<file path="src/rtl/alu_muldiv_control.sv">
// ============================================================================
// Module      : alu_muldiv_control
// Description : ALU control/decode with single-cycle results plus an iterative
//               HI/LO multiply/divide engine using a start/busy/done handshake.
// Revision    : 1.0 - initial release
// ============================================================================
`default_nettype none

module alu_muldiv_control #(
    parameter int WIDTH = 32
) (
    input  logic             clk,
    input  logic             reset,
    input  logic [5:0]       aluop,
    input  logic [5:0]       funct,
    input  logic [WIDTH-1:0] src1,
    input  logic [WIDTH-1:0] src2,
    input  logic             start,
    output logic [WIDTH-1:0] result,
    output logic             zero,
    output logic             overflow,
    output logic             busy,
    output logic             done,
    output logic [WIDTH-1:0] hi,
    output logic [WIDTH-1:0] lo
);

    localparam logic [5:0] c_OP_ADD  = 6'b000000;
    localparam logic [5:0] c_OP_SUB  = 6'b000001;
    localparam logic [5:0] c_OP_R    = 6'b000010;
    localparam logic [5:0] c_OP_AND  = 6'b000011;
    localparam logic [5:0] c_OP_OR   = 6'b000100;
    localparam logic [5:0] c_OP_SLT  = 6'b000101;
    localparam logic [5:0] c_OP_SLTU = 6'b000110;
    localparam logic [5:0] c_OP_LUI  = 6'b000111;

    localparam logic [5:0] c_F_ADD   = 6'b100000;
    localparam logic [5:0] c_F_ADDU  = 6'b100001;
    localparam logic [5:0] c_F_SUB   = 6'b100010;
    localparam logic [5:0] c_F_SUBU  = 6'b100011;
    localparam logic [5:0] c_F_AND   = 6'b100100;
    localparam logic [5:0] c_F_OR    = 6'b100101;
    localparam logic [5:0] c_F_XOR   = 6'b100110;
    localparam logic [5:0] c_F_NOR   = 6'b100111;
    localparam logic [5:0] c_F_SLT   = 6'b101010;
    localparam logic [5:0] c_F_SLTU  = 6'b101011;
    localparam logic [5:0] c_F_MFHI  = 6'b010000;
    localparam logic [5:0] c_F_MTHI  = 6'b010001;
    localparam logic [5:0] c_F_MFLO  = 6'b010010;
    localparam logic [5:0] c_F_MTLO  = 6'b010011;
    localparam logic [5:0] c_F_MULT  = 6'b011000;
    localparam logic [5:0] c_F_MULTU = 6'b011001;
    localparam logic [5:0] c_F_DIV   = 6'b011010;
    localparam logic [5:0] c_F_DIVU  = 6'b011011;

    localparam int c_CW = $clog2(WIDTH);
    localparam logic [c_CW-1:0] c_LAST = c_CW'(WIDTH - 1);

    typedef enum logic [1:0] {
        S_IDLE = 2'd0,
        S_RUN  = 2'd1,
        S_FIX  = 2'd2
    } state_t;

    state_t r_state, w_next;

    logic [WIDTH-1:0] r_hi, r_lo, r_acc, r_mq, r_md, r_src1;
    logic [c_CW-1:0]  r_cnt;
    logic             r_neg_q, r_neg_r, r_is_div, r_dz, r_done;

    // ---------------------------------------------------------------- ALU
    logic [WIDTH-1:0] w_add, w_sub, w_lui, w_result;
    logic             w_ovf_add, w_ovf_sub, w_slt, w_sltu, w_ovf;

    assign w_add     = src1 + src2;
    assign w_sub     = src1 - src2;
    assign w_ovf_add = (src1[WIDTH-1] == src2[WIDTH-1]) && (w_add[WIDTH-1] != src1[WIDTH-1]);
    assign w_ovf_sub = (src1[WIDTH-1] != src2[WIDTH-1]) && (w_sub[WIDTH-1] != src1[WIDTH-1]);
    assign w_slt     = $signed(src1) < $signed(src2);
    assign w_sltu    = src1 < src2;

    generate
        if (WIDTH >= 17) begin : g_lui
            assign w_lui = src2 << 16;
        end else begin : g_no_lui
            assign w_lui = '0;
        end
    endgenerate

    always_comb begin
        w_result = '0;
        w_ovf    = 1'b0;
        case (aluop)
            c_OP_ADD:  w_result = w_add;
            c_OP_SUB:  w_result = w_sub;
            c_OP_AND:  w_result = src1 & src2;
            c_OP_OR:   w_result = src1 | src2;
            c_OP_SLT:  w_result = {{(WIDTH-1){1'b0}}, w_slt};
            c_OP_SLTU: w_result = {{(WIDTH-1){1'b0}}, w_sltu};
            c_OP_LUI:  w_result = w_lui;
            c_OP_R: begin
                case (funct)
                    c_F_ADD:  begin w_result = w_add; w_ovf = w_ovf_add; end
                    c_F_ADDU: w_result = w_add;
                    c_F_SUB:  begin w_result = w_sub; w_ovf = w_ovf_sub; end
                    c_F_SUBU: w_result = w_sub;
                    c_F_AND:  w_result = src1 & src2;
                    c_F_OR:   w_result = src1 | src2;
                    c_F_XOR:  w_result = src1 ^ src2;
                    c_F_NOR:  w_result = ~(src1 | src2);
                    c_F_SLT:  w_result = {{(WIDTH-1){1'b0}}, w_slt};
                    c_F_SLTU: w_result = {{(WIDTH-1){1'b0}}, w_sltu};
                    c_F_MFHI: w_result = r_hi;
                    c_F_MFLO: w_result = r_lo;
                    default:  w_result = '0;
                endcase
            end
            default: w_result = '0;
        endcase
    end

    assign result   = w_result;
    assign zero     = (w_result == '0);
    assign overflow = w_ovf;

    // ---------------------------------------------------------- handshake
    logic w_hilo, w_muldiv, w_accept, w_md_start, w_signed, w_a_neg, w_b_neg;
    logic [WIDTH-1:0] w_abs_a, w_abs_b;

    always_comb begin
        w_hilo   = 1'b0;
        w_muldiv = 1'b0;
        case (funct)
            c_F_MTHI, c_F_MTLO: w_hilo = 1'b1;
            c_F_MULT, c_F_MULTU, c_F_DIV, c_F_DIVU: begin
                w_hilo   = 1'b1;
                w_muldiv = 1'b1;
            end
            default: ;
        endcase
    end

    assign busy       = (r_state != S_IDLE);
    assign w_accept   = start && !busy && (aluop == c_OP_R) && w_hilo;
    assign w_md_start = w_accept && w_muldiv;
    assign w_signed   = (funct == c_F_MULT) || (funct == c_F_DIV);
    assign w_a_neg    = w_signed && src1[WIDTH-1];
    assign w_b_neg    = w_signed && src2[WIDTH-1];
    assign w_abs_a    = w_a_neg ? -src1 : src1;
    assign w_abs_b    = w_b_neg ? -src2 : src2;

    // ------------------------------------------------------------- engine
    logic [WIDTH:0]     w_sum, w_shl;
    logic               w_ge;
    logic [2*WIDTH-1:0] w_prod, w_prod_s;
    logic [WIDTH-1:0]   w_fix_hi, w_fix_lo;

    assign w_sum = {1'b0, r_acc} + (r_mq[0] ? {1'b0, r_md} : {(WIDTH+1){1'b0}});
    assign w_shl = {r_acc, r_mq[WIDTH-1]};
    assign w_ge  = (w_shl >= {1'b0, r_md});

    assign w_prod   = {r_acc, r_mq};
    assign w_prod_s = r_neg_q ? -w_prod : w_prod;

    // Divide-by-zero bypasses sign fixing so HI returns the raw dividend.
    always_comb begin
        w_fix_hi = w_prod_s[2*WIDTH-1:WIDTH];
        w_fix_lo = w_prod_s[WIDTH-1:0];
        if (r_is_div) begin
            if (r_dz) begin
                w_fix_hi = r_src1;
                w_fix_lo = '1;
            end else begin
                w_fix_hi = r_neg_r ? -r_acc : r_acc;
                w_fix_lo = r_neg_q ? -r_mq : r_mq;
            end
        end
    end

    always_comb begin
        w_next = r_state;
        case (r_state)
            S_IDLE:  if (w_md_start) w_next = S_RUN;
            S_RUN:   if (r_cnt == c_LAST) w_next = S_FIX;
            S_FIX:   w_next = S_IDLE;
            default: w_next = S_IDLE;
        endcase
    end

    always_ff @(posedge clk or posedge reset) begin
        if (reset) r_state <= S_IDLE;
        else       r_state <= w_next;
    end

    always_ff @(posedge clk or posedge reset) begin
        if (reset) begin
            r_acc    <= '0;
            r_mq     <= '0;
            r_md     <= '0;
            r_src1   <= '0;
            r_cnt    <= '0;
            r_neg_q  <= 1'b0;
            r_neg_r  <= 1'b0;
            r_is_div <= 1'b0;
            r_dz     <= 1'b0;
            r_hi     <= '0;
            r_lo     <= '0;
            r_done   <= 1'b0;
        end else begin
            r_done <= (r_state == S_FIX);
            case (r_state)
                S_IDLE: begin
                    r_cnt <= '0;
                    if (w_md_start) begin
                        r_acc    <= '0;
                        r_mq     <= w_abs_a;
                        r_md     <= w_abs_b;
                        r_src1   <= src1;
                        r_neg_q  <= w_a_neg ^ w_b_neg;
                        r_neg_r  <= w_a_neg;
                        r_is_div <= (funct == c_F_DIV) || (funct == c_F_DIVU);
                        r_dz     <= (src2 == '0);
                    end else if (w_accept && funct == c_F_MTHI) begin
                        r_hi <= src1;
                    end else if (w_accept && funct == c_F_MTLO) begin
                        r_lo <= src1;
                    end
                end
                S_RUN: begin
                    r_cnt <= (r_cnt == c_LAST) ? '0 : r_cnt + 1'b1;
                    if (r_is_div) begin
                        r_acc <= w_ge ? (w_shl[WIDTH-1:0] - r_md) : w_shl[WIDTH-1:0];
                        r_mq  <= {r_mq[WIDTH-2:0], w_ge};
                    end else begin
                        r_acc <= w_sum[WIDTH:1];
                        r_mq  <= {w_sum[0], r_mq[WIDTH-1:1]};
                    end
                end
                S_FIX: begin
                    r_hi <= w_fix_hi;
                    r_lo <= w_fix_lo;
                end
                default: ;
            endcase
        end
    end

    assign done = r_done;
    assign hi   = r_hi;
    assign lo   = r_lo;

endmodule

`default_nettype wire

</file>
<file path="config.mk">
export PLATFORM = sky130hd
export DESIGN_NAME = alu_muldiv_control
export DESIGN_NICKNAME = d
export VERILOG_FILES = /design/src/rtl/alu_muldiv_control.sv
export SDC_FILE = /design/constraint.sdc
export NUM_CORES = 1
export LEC_CHECK = 0
export BUFFER_PORTS_ARGS = -buffer_cell sky130_fd_sc_hd__buf_4
export CORE_ASPECT_RATIO = 1.25
export CORE_MARGIN = 2
export CORE_UTILIZATION = 54
export CTS_CLUSTER_DIAMETER = 30
export DETAILED_ROUTE_END_ITERATION = 7
export HOLD_SLACK_MARGIN = 0.12
export PLACE_DENSITY = 0.83
export RECOVER_POWER = 25
export SYNTH_ARGS = -nofsm -noshare
export SYNTH_HDL_FRONTEND = slang
export SYNTH_SLANG_ARGS = --single-unit
</file>
<file path="constraint.sdc">
create_clock -name clk -period 8.85 [get_ports clk]
set_input_delay 1.3275 -clock clk [delete_from_list [all_inputs] [get_ports clk]]
set_output_delay 1.3275 -clock clk [all_outputs]
set_load 0.01 [all_outputs]
</file>
[Word-level counts from Yosys, hierarchy flattened]
Cells that the tools add are included.
Operators by class
  $add $sub $neg: 10
  multiplexer cells: 35
  bitwise gates (word level): 5
  equal/unequal tests: 38
  $lt $le $gt $ge: 3
  reductions and logical operators: 29
Operators by type and width (count)
  $mux W32: 19
  $pmux W32 S10: 1
  $pmux W32 S2: 4
  $pmux W32 S8: 1
  $neg A32 Y32: 4
  $logic_not A32 Y1: 2
  $lt A32 B32 Y1: 2
  $mux W64: 1
  $neg A64 Y64: 1
  $sub A32 B32 Y32: 2
  $eq A6 B6 Y1 const B: 10
  $eq A6 B5 Y1 const B: 8
  $add A32 B32 Y33: 1
  $ge A33 B32 Y1: 1
  $add A32 B32 Y32: 1
  $and A32 B32 Y32: 1
  $not A32 Y32: 1
  $or A32 B32 Y32: 1
  $xor A32 B32 Y32: 1
  $eq A6 B3 Y1 const B: 4
  $eq A6 B2 Y1 const B: 2
  $ne A2 B2 Y1 const B: 6
  $logic_and A1 B1 Y1: 10
  $pmux W5 S2: 1
  other kinds (24): 35
Storage, ports and cells
  word-level logic and storage cells: 133
  input bits: 79
  bits in registers: 204
  output and inout port bits: 100

[Longest topological paths before layout]
Gate-level depths: netlist of the first run.
  depth after elaboration: 10
  gate-level depth with buffers: 15

[Least setup slack after synthesis of the first run]
No wires, ideal clock.
  kind: input port to output port
  from: input src1[0]
  to: output zero
  buffers on the path: 0
  required time: 7.523 ns
  slack: 2.505 ns
  stages: 13
  data arrival time: 5.018 ns
  cell sequence: ha_1 > fa_1 > a211oi_2 > o21ai_0 > a2111oi_2 > o31ai_1 > a21oi_1 > o31ai_1 > a221oi_1 > o21ai_0 > or4b_1 > or4_1 > nor3_1
On the way
  elaborated cells on any way between the ends: 11
  those cells by class: add/sub (2); order compare (2); mux (2); bitwise (4); reduce/logical (1)
RTL lines
  start: declaration: line 16  | input logic [WIDTH-1:0] src1,
  $sub A32 B32 Y32 or $add A32 B32 Y32 (tied branches): line 76, 75
  $pmux W32 S10: line 102  | case (funct)
  $pmux W32 S8 (*): line 93  | case (aluop)
  named net result[24]: line 19  | output logic [WIDTH-1:0] result,
  $logic_not A32 Y1 (*): line 123  | assign zero = (w_result == '0);
  end: declaration: line 20  | output logic zero,
Mark *: on every way through the listed nets, which the timed path passes. The rest lies on a longest branch.

[Final worst setup path of the first run]
  from: input src1[0]
  to: output zero
On the way
  cells in the longest elaborated chain, start to end: 5
  elaborated cells on any way between the ends: 11
  those cells by class: add/sub (2); order compare (2); mux (2); bitwise (4); reduce/logical (1)
RTL lines (line)
  branches (longest 3 deep; another with $sub A32 B32 Y32)
  $pmux W32 S8 (*): 93
  $logic_not A32 Y1 (*): 123
Mark *: on every way between the ends.

==> metrics.txt, run 1 <==
clk_skew 0.0207 ns; P per Cell Area 132 nW/um^2; Area Growth Syn to Fin 11.1%; Post-Synthesis Cells 3119; post-route insts no fill 3727; first-pass GRT wire length 148 mm; Post-CTS Hold Buffers 0; delay-heaviest family, CP compound AO/OA/AOI/OAI gates; sequential area share after synthesis 22.2%; Yosys warnings 0; clock sink total 204; core area 42000 sq um; worst path arrival time 5.97 ns; ys flop type dfrtp_1; RSZ-0062 raised after global routing no; initial antenna violation count 1; pin count of the biggest net entering global routing 135; # rows 84; register share of total power 33.1%; Detail Route Antenna Nets 0; root buffer cell clkbuf_16; DR vias/cell 6.98; Hold WC Path Type register to register; gr usage total 43.9%; WHS Path Cells 2; PostCTS Resize Cnt 0; most frequent cells in the layout o21ai_0, nand2_1, a21oi_1, buf_4, nor2_1; clk buf depth 3; synthesized net count 3369; DIE WIDTH 188 um; CP max stage delay 0.57 ns; setup_tns 0 ns; DRT Wirelength 101 mm; DP Cell Count 3676; via count 26000; TritonCTS clock tree done; starting DRC count in detailed routing 3641; combinational power share 31.3%; Reg2Reg Depth 11; Critical Path RT 7.52 ns; reg2reg start r_mq[0]; First-pass DRT Iterations 7; # nets final 3397; asr flop ratio synth 100%; syn_area_per_cell 7.36 sq um; slowest CP cell a2111oi_2; TritonCTS Buffers 28; Final GP Congestion 1.06; critical path class primary input to primary output; Leakage 0.0106 uW; Die Area 44200 sq um; Crit. path cell count 15; CP cell instances buf_4, ha_1, fa_1, a211oi_2, o21ai_0, a2111oi_2, o31ai_1, a21oi_1, o31ai_1, a221oi_1, o21ai_0, or4b_1, or4_1, nor3_1, buf_4; switching power 1260 uW; vias in the first global route 23900; Wirelength per Cell 27.0 um; Clk pwr share 35.7%; CP Launch Type primary input; Mapped Area 23000 sq um; Critical path buffers and inverters 2; Post-CTS Setup Bufs 0; period utilization 82.5%; Least-Margin Pin Slew 6.00 ns; max-slew violation count 177; port bufs 178; clock insertion delay at the later pin of the skew report 0.57 ns; DPL Wire Length 76.6 mm; DRC viols 0; status finished, violations left; crit end category primary output; Sw Share 37.3%; commonest non-fill, non-tap cell in the layout o21ai_0; max-cap viol count 2; Initial Util 54.6%; crit path launch src1[0]; VDD IR max 0.126 mV; num ports 179; final hold vios 0; Die Y 235 um; Rel. slew slack -303%; failing checks capacitance limit, slew limit; Hold Crit Start r_md[8]; CTS HTree Levels 1; P_int 2110 uW; flops & latches, synth 204; Distinct cells, synth 88; Tmin final 7.30 ns; final setup violation count 0; Max Fclk 137 MHz; worst-path fanout max 7; layout cells sized above 1 10.5%; Congestion Overflow GR 0; clk slew on worst S/H paths 0.06 ns; EDFF count, synth 0
metal layers:
layer  track usage (%)  vias to the layer above  wire length [um]
met1              57.7                    12400             38900
met3              7.36                      306             11100
li1                  -                    11500                 -
met2              68.5                     1860             43800
met5                 0                        -                 0
met4              25.7                        0              6870
cells in the mapped netlist (22+ instances only):
| cell | n | share of area [%] |
|---|---|---|
| o21ai_0 | 394 | 8.6 |
| nand2_1 | 362 | 5.9 |
| a21oi_1 | 225 | 4.9 |
| nor2_1 | 215 | 3.5 |
| dfrtp_1 | 204 | 22 |
| clkbuf_1 | 186 | 3.0 |
| ha_1 | 167 | 9.1 |
| xnor2_1 | 164 | 6.3 |
| inv_1 | 154 | 2.5 |
| mux2i_1 | 66 | 2.9 |
| nor3_1 | 65 | 1.4 |
| o211ai_1 | 64 | 2.1 |
| nand3_1 | 63 | 1.4 |
| a21o_1 | 62 | 2.0 |
| o22ai_1 | 49 | 1.3 |
| a211oi_1 | 42 | 1.4 |
| a22oi_1 | 41 | 1.3 |
| a31oi_1 | 37 | 1.0 |
| o31ai_1 | 36 | 1.2 |
| a221oi_1 | 28 | 1.1 |
| nor4_1 | 25 | 0.68 |
| or3_1 | 24 | 0.65 |
| nand2b_1 | 23 | 0.63 |
| o21a_1 | 23 | 0.75 |
| o21bai_1 | 23 | 0.75 |
| xor2_1 | 23 | 0.88 |
| o221ai_1 | 22 | 0.84 |
worst min-delay path: stages (launching register included):
cell and delay, ns:
dfrtp_1 0.34, nand2_1 0.05, o21ai_0 0.06
worst paths after layout:
check                           slack (ns)        to
worst max-delay path                  1.55      zero
worst min-delay path                  0.48   r_md[8]
worst max register to register        3.69     hi[2]
worst min register to register        0.48   r_md[8]
max in group asynchronous             3.27  r_is_div
min in group asynchronous             2.62      done
metrics by stage:
stage          power [uW]  hold WS, ns  area, sq um  worst slack, ns  util [%]
3_3_place_gp         2110        0.454        24500             1.70      58.4
4_1_cts              3320        0.479        25500             1.63      60.7
5_1_grt              3480        0.500        25500             1.32      60.7
2_1_floorplan        1760        0.437        23000             1.96         -
6_report             3370        0.478        25500             1.55      60.7
3_5_place_dp         2130        0.465        24500             1.66      58.4
layout make-up:
cell class | count | area, sq um
flip-flops and latches | 204 | 5110
multi-input cells | 2540 | 16500
inverters | 155 | 583
repair buffers | 218 | 1630
well taps | 559 | 699
fillers | 3832 | 16500
clock inverters | 18 | 211
clock buffers | 32 | 767
diodes | 1 | 2.50
sequential cells by signal, summed over array words and instances (netlist names), 2 cells and up:
register and cells:
r_state 2, r_md 32, r_src1 32, lo 32, r_mq 32, r_acc 32
r_cnt 5, hi 32
power groups by stage:
stage / clock network, uW / registers [uW] / logic (uW)
finish: 1200 / 1110 / 1050
CTS: 1190 / 1100 / 1020
floorplan: 0 / 1060 / 700
global route: 1230 / 1110 / 1130
global placement: 0 / 1120 / 997
detailed placement: 0 / 1120 / 1010
cell families after synthesis:
| logic type | share of synthesized area [%] |
|---|---|
| and+or+nand+nor | 18.6 |
| buffers and inverters | 6.37 |
| AOI/OAI and AO/OA | 33.1 |
| DFF | 22.2 |
| muxes | 3.07 |
| adders and majority gates | 9.45 |
| xor gates and xnor gates | 7.13 |
Power figures use the tool's default switching activity.
==> run 2, diff against run 1 <==
==> constraint.sdc (replaced) <==
create_clock -name clk -period 7.23 [get_ports clk]
set_input_delay 1.0845 -clock clk [delete_from_list [all_inputs] [get_ports clk]]
set_output_delay 1.0845 -clock clk [all_outputs]
set_load 0.01 [all_outputs]
==> metrics.txt, run 2 (same netlist as run 1, synthesis figures left out) <==
status complete, no violations; critical path class primary input to primary output; Least-Margin Pin Slew 1.28 ns; DPL Wire Length 78.8 mm; Filler cells 3853; RSZ-0062 raised after global routing no; DP Cell Count 3688; Hold WC Path Type register to register; DIE WIDTH 188 um; core area 42000 sq um; Area Growth Syn to Fin 11.8%; Leakage 0.0106 uW; First-pass DRT Iterations 8; worst path arrival time 5.68 ns; first-pass GRT wire length 152 mm; post-route insts no fill 3744; Congestion Overflow GR 0; max-cap viol count 0; port bufs 178; Rel. slew slack 13.6%; setup_tns 0 ns; final setup violation count 0; clk buf depth 3; Post-CTS Setup Bufs 0; # nets final 3409; Die Y 235 um; CTS HTree Levels 1; Crit Reg-Reg Endpoint hi[26]; Max Fclk 148 MHz; pin count of the biggest net entering global routing 140; # rows 84; VDD IR max 0.186 mV; max-slew violation count 0; hold endpoint r_md[4]; CP Launch Type primary input; layout cells sized above 1 10.9%; via count 26300; num ports 179; clock insertion delay at the later pin of the skew report 0.59 ns; reg2reg start r_acc[1]; period utilization 93.6%; root buffer cell clkbuf_16; Final GP Congestion 1.04; commonest non-fill, non-tap cell in the layout o21ai_0; Wirelength per Cell 27.6 um; worst-path fanout max 12; Detail Route Antenna Nets 0; Post-CTS Hold Buffers 0; TritonCTS Buffers 28; worst reg-to-reg setup slack 2.55 ns; Critical Path RT 6.15 ns; Initial Util 54.6%; clock sink total 204; Tmin final 6.76 ns; initial antenna violation count 6; clk slew on worst S/H paths 0.06 ns; DRT Wirelength 103 mm; Fin Hold WS 0.482 ns; most frequent cells in the layout o21ai_0, nand2_1, buf_4, a21oi_1, nor2_1; P per Cell Area 161 nW/um^2; starting DRC count in detailed routing 3311; TritonCTS clock tree done; gr usage total 45.2%; crit end category primary output; DR vias/cell 7.02; clk_skew 0.0340 ns; Reg2Reg Depth 11; final hold vios 0; Die Area 44200 sq um; Hold Crit Start r_md[4]; WHS Path Cells 2; vias in the first global route 24400; PostCTS Resize Cnt 0; DRC viols 0
-- run 2: cell count changes in the layout (fill, tap and decap cells not counted), moves of 2 or more --
| cell | before | now |
|---|---|---|
| inv_6 | 3 | 1 |
| clkinv_4 | 2 | 5 |
| buf_4 | 216 | 225 |
| clkinv_8 | 0 | 3 |
| buf_12 | 0 | 4 |
| inv_8 | 2 | 7 |
| clkbuf_8 | 3 | 1 |
| clkinvlp_4 | 6 | 4 |
| diode_2 | 1 | 5 |
-- run 2: worst max path at each step --
stage / from / cells after the start / slack, ns / endpoint
finish: src2[3] / 15 / 0.47 / zero
global route: src1[0] / 15 / 0.21 / zero
CTS: src1[0] / 15 / 0.49 / zero
detailed placement: src1[0] / 15 / 0.50 / zero
global placement: src1[0] / 15 / 0.56 / zero
floorplan: reset / 1 / 0.58 / done
-- run 2: layer usage --
metal / GRT usage (%) / vias to the layer above / wire length, um
met5: 0 / - / 27
met4: 28.4 / 4 / 7470
met3: 8.18 / 335 / 11500
met2: 71.1 / 1859 / 45400
met1: 57.7 / 12600 / 39000
li1: - / 11500 / -
-- run 2: report_power, final --
part	switching [uW]	internal (uW)
Combinational	802	505
Clock	636	822
Sequential	158	1200
-- run 2: critical path: stages --
cell and delay, ns:
buf_4 0.14, inv_1 0.09, ha_1 0.59, o21ai_1 0.16
nor4_1 0.52, nor3_1 0.16, a31oi_1 0.59, o21ai_0 0.22
mux2_2 0.30, a221o_1 0.34, nor4_1 0.32, nand4_1 0.24
or4_1 0.57, nor3_1 0.20, buf_4 0.15
-- run 2: per-stage QoR --
stage	utilization [%]	power (uW)	cell area [sq um]	setup slack, ns
2_1_floorplan	-	2150	23000	0.578
3_3_place_gp	58.7	2600	24700	0.560
3_5_place_dp	58.7	2620	24700	0.500
4_1_cts	61.0	4060	25600	0.494
5_1_grt	61.0	4260	25700	0.209
6_report	61.0	4130	25700	0.465
-- run 2: cell type report --
cell class                      instances  area [sq um]  area share, %
Inverter                              155           589           2.30
Clock buffer                           29           714           2.78
Multi-Input combinational cell       2540         16500           64.3
Antenna cell                            5          12.5         0.0488
Sequential cell                       204          5110           19.9
Timing Repair Buffer                  230          1770           6.91
Clock inverter                         22           264           1.03
Tap cell                              559           699           2.73
